## src/rtl/disp_hex_mux4.sv

```systemverilog
// Four-digit common-anode seven-segment scan driver with registered, active-low outputs.
// Define DISP_HEX_MUX_LZB_EN to blank leading zero digits (digit 0 is always shown).
module disp_hex_mux4 #(
    parameter int unsigned N = 18
) (
    input  logic       clk,
    input  logic       reset,
    input  logic [3:0] hex3,
    input  logic [3:0] hex2,
    input  logic [3:0] hex1,
    input  logic [3:0] hex0,
    input  logic [3:0] dp_in,
    output logic [3:0] an,
    output logic [7:0] sseg
);

    localparam int unsigned SEL_W = 2;

    logic [N-1:0]     q;
    logic [SEL_W-1:0] sel;
    logic [3:0]       an_c;
    logic [3:0]       digit_c;
    logic             dp_c;
    logic             blank_c;
    logic [6:0]       seg_c;

    assign sel = q[N-1 -: SEL_W];

    // Digit select: anode pattern, nibble and dp for the digit picked by the counter MSBs.
    always_comb begin
        an_c    = 4'b1111;
        digit_c = hex0;
        dp_c    = dp_in[0];
        case (sel)
            2'd0: begin an_c = 4'b1110; digit_c = hex0; dp_c = dp_in[0]; end
            2'd1: begin an_c = 4'b1101; digit_c = hex1; dp_c = dp_in[1]; end
            2'd2: begin an_c = 4'b1011; digit_c = hex2; dp_c = dp_in[2]; end
            default: begin an_c = 4'b0111; digit_c = hex3; dp_c = dp_in[3]; end
        endcase
    end

    // Leading-zero blanking: a digit is blank only if it and every digit to its left are zero.
    always_comb begin
        blank_c = 1'b0;
`ifdef DISP_HEX_MUX_LZB_EN
        case (sel)
            2'd3:    blank_c = (hex3 == 4'h0);
            2'd2:    blank_c = (hex3 == 4'h0) && (hex2 == 4'h0);
            2'd1:    blank_c = (hex3 == 4'h0) && (hex2 == 4'h0) && (hex1 == 4'h0);
            default: blank_c = 1'b0;
        endcase
`else
        blank_c = 1'b0;
`endif
    end

    // Hex to active-low {g,f,e,d,c,b,a}.
    always_comb begin
        seg_c = 7'h7F;
        case (digit_c)
            4'h0: seg_c = 7'h40;
            4'h1: seg_c = 7'h79;
            4'h2: seg_c = 7'h24;
            4'h3: seg_c = 7'h30;
            4'h4: seg_c = 7'h19;
            4'h5: seg_c = 7'h12;
            4'h6: seg_c = 7'h02;
            4'h7: seg_c = 7'h78;
            4'h8: seg_c = 7'h00;
            4'h9: seg_c = 7'h10;
            4'hA: seg_c = 7'h08;
            4'hB: seg_c = 7'h03;
            4'hC: seg_c = 7'h46;
            4'hD: seg_c = 7'h21;
            4'hE: seg_c = 7'h06;
            default: seg_c = 7'h0E;
        endcase
    end

    // Refresh counter and output registers; outputs trail the counter by one cycle.
    always_ff @(posedge clk or negedge reset) begin
        if (!reset) begin
            q    <= '0;
            an   <= 4'b1111;
            sseg <= 8'hFF;
        end else begin
            q <= q + N'(1);
            if (blank_c) begin
                an   <= 4'b1111;
                sseg <= 8'hFF;
            end else begin
                an   <= an_c;
                sseg <= {dp_c, seg_c};
            end
        end
    end

endmodule

```

## config.mk

```make
export PLATFORM = sky130hd
export DESIGN_NAME = disp_hex_mux4
export DESIGN_NICKNAME = d
export VERILOG_FILES = /design/src/rtl/disp_hex_mux4.sv
export SDC_FILE = /design/constraint.sdc
export NUM_CORES = 1
export LEC_CHECK = 0
export CORE_AREA = 2 2 64 81
export CTS_CLUSTER_SIZE = 10
export DETAILED_ROUTE_END_ITERATION = 8
export DIE_AREA = 0 0 66 83
export HOLD_SLACK_MARGIN = 0.12
export PLACE_DENSITY = 0.54
export REMOVE_ABC_BUFFERS = 1
export SLEW_MARGIN = 20
export SYNTH_ARGS = -nofsm -noshare
export SYNTH_HDL_FRONTEND = slang
export SYNTH_SLANG_ARGS = --single-unit
```

## constraint.sdc

```tcl
create_clock -name clk -period 2.73 [get_ports clk]
set_clock_uncertainty 0.05 [all_clocks]
set_input_delay 0.273 -clock clk [delete_from_list [all_inputs] [get_ports clk]]
set_output_delay 0.273 -clock clk [all_outputs]
set_load 0.05 [all_outputs]
```

==> metrics.json <==
{
  "result_of_the_run": "complete, no violations",
  "layout-drive-gt1-share": 0.204,
  "crit-reg2reg-launch": "q[16]",
  "boundaryPins": 34,
  "num_vias": 991,
  "clock.fmax_ghz": 0.453,
  "cts.sink_count": 30,
  "power.ir.vdd_worst_v": 0.000438,
  "static-leakage-power_nw": 0.852,
  "multi_input_comb_area_sq_um": 626,
  "fp.dieArea_sq_um": 5480,
  "io_buffer_count": 33,
  "antenna_violating_nets_post_route": 0,
  "tritoncts": "built",
  "synth_top_cells_by_count": "dfrtp_1 (18), dfstp_2 (12), xnor2_1 (11)",
  "cts.root.buffer_cell": "clkbuf_8",
  "post_drt_via_cell_ratio": 4.67,
  "drv_cap": 0,
  "netlist-cell-type-count": 25,
  "drt-pass1-iter-count": 4,
  "path_max_fanout": 11,
  "setup.reg_to_reg.worst_slack_ps": 520,
  "critPathLaunchType": "flop",
  "min_tclk_post_route_ps": 2210,
  "diodes": 0,
  "floorplan.initialDensity": 0.307,
  "utilization": 0.420,
  "timing.slew.headroom": 0.638,
  "number_of_instances_in_the_synthesized_netlist": 113,
  "core_footprint_sq_um": 4690,
  "cts_inserted_buffers": 5,
  "ys_top_cells_by_area": "dfrtp_1 (31%), dfstp_2 (22%), mux4_2 (9.4%)",
  "die-width_um": 66,
  "netlist.top_cell.by_area": "dfrtp_1",
  "ys_dominant_reg_cell": "dfrtp_1",
  "async_reset_ff_frac": 1.00,
  "totalNegativeSetupSlack_ps": 0,
  "worst_r2r_path_depth": 5,
  "finalNetCount": 180,
  "transition_time_of_the_tightest_slew_check_pin_ps": 539,
  "y_dimension_of_the_die_um": 83,
  "h_tree_levels": 2,
  "timing_max_transition_violations_final": 0,
  "hold_viol": 0,
  "grt_antenna_before_repair": 0,
  "drcViolationCount": 0,
  "synth_seq_area_share": 0.531,
  "proportion_of_netlist_area_held_by_the_largest_area_contributor": 0.313,
  "timing_worst_setup_path_type": "flop to flop",
  "area.sequential_sq_um": 766,
  "grt_util_all_layers": 0.111,
  "syn2layout_area_growth_pct": 36.6,
  "crit_required_ps": 2870,
  "cts-root-to-sink-buffers": 2,
  "routed_wl_per_cell_um": 13.1,
  "gp_routability_congestion": 0.899,
  "rsz0062_at_grt": "false",
  "final_min_period_over_clock_period": 0.809,
  "setup.worst_path.end_class": "flop",
  "clk_pin_slew_worst_paths_ps": 60,
  "synth-edff-count": 0,
  "report.final.setup_viol": 0,
  "grt_max_degree": 31,
  "drt_first_iter_violations": 90,
  "synth.ff_latch_count": 30,
  "number_of_buffers_added_for_setup_after_cts": 0,
  "post_detailed_placement_half_perimeter_wirelength_mm": 2.02,
  "grt_first_pass_wirelength_mm": 4.71,
  "syn-cell-area_sq_um": 1440,
  "post_cts_resized": 0,
  "reg2reg_to": "sseg[3]",
  "post_route_wl_mm": 2.77,
  "syn_avg_cell_area_sq_um": 12.8,
  "library_cell_with_the_highest_instance_count_after_synthesis": "dfrtp_1",
  "grt.overflow.total": 0,
  "clock_insertion_delay_worst_skew_ps": 270,
  "site_row_count": 28,
  "power-per-cell-area_nw_per_um2": 584,
  "timing.hold.worst.class": "input port to async pin",
  "n_fill_cell": 441,
  "via_count_of_the_first_global_routing_pass": 1049,
  "worst-endpoint-arrival_ps": 2350,
  "yosys_warnings": 0,
  "post_cts_hold_buffer_count": 0
}
-- per-stage QoR --
step	hold WS [ps]	std cells	power, mW	instance area (sq um)	setup WS, ps
2_1_floorplan	-72.6	110	0.546	1410	705
3_3_place_gp	405	204	0.611	1830	581
3_5_place_dp	408	204	0.613	1830	522
4_1_cts	356	212	1.17	1970	501
5_1_grt	397	212	1.20	1970	388
6_report	343	212	1.15	1970	521
-- final cells by class --
type                    count  area share
clock buffers               6      0.0419
clock inverters             2      0.0305
inverters                   6      0.0114
multi-input cells          74       0.318
flip-flops and latches     30       0.389
well taps                  60      0.0381
repair buffers             34       0.172
-- worst max-delay path by stage --
stage	startpoint	end	slack, ps	cells past startpoint
after floorplan	q[16]	sseg[3]	710	5
after global placement	q[16]	sseg[3]	580	5
after detailed placement	q[16]	sseg[3]	520	5
after CTS	q[16]	sseg[1]	500	6
after global routing	q[16]	sseg[1]	390	6
final	q[16]	sseg[3]	520	5
-- critical path, stage by stage (launching register included) --
cell and delay [ps]:
dfrtp_1 640, mux4_2 650, inv_1 160, ha_1 140, inv_1 50, mux4_2 440
-- layout by cell type, fill, tap and decap left out, types with 2 or more instances in the layout --
master / instances
nor3_1: 3
dfrtp_1: 18
clkdlybuf4s50_1: 33
nand3_1: 7
o22ai_1: 2
o21ai_1: 2
xnor2_1: 11
mux2_4: 2
nor2_1: 5
nand4_1: 3
mux2i_1: 2
clkbuf_8: 6
dfstp_2: 12
nand2_1: 9
and3_1: 2
ha_1: 7
nand2b_1: 3
inv_1: 6
mux4_2: 6
xor2_1: 5
bufinv_16: 2
-- logic make-up after synthesis --
kind of cell | Yosys count | share of synthesized area
AND/OR/NAND/NOR | 35 | 0.122
flip-flops | 30 | 0.531
XOR/XNOR | 16 | 0.0972
multiplexers | 10 | 0.128
buffers and inverters | 9 | 0.0347
adder cells (fa/ha/maj) | 7 | 0.0608
AO/OA/AOI/OAI | 6 | 0.0260
-- power breakdown --
group	total, mW	switching, mW	leakage [nW]	internal, mW
clock	0.546	0.157	0.0714	0.389
sequential	0.464	0.00220	0.363	0.462
combinational	0.140	0.0750	0.418	0.0646
total	1.15	0.234	0.852	0.916
-- flip-flops by register name, summed over array words and instances (netlist names) --
name  cells
q        18
sseg      8
an        4
-- routing by layer --
layer  vias to the layer above  global-route usage  part of all wire
met5                         -                   0                 0
met4                         0              0.0427             0.012
met3                         6              0.0447             0.096
met2                        45               0.184              0.52
met1                       478               0.126              0.37
li1                        462                   -                 -
No activity file was read; power rests on OpenSTA's default activity.
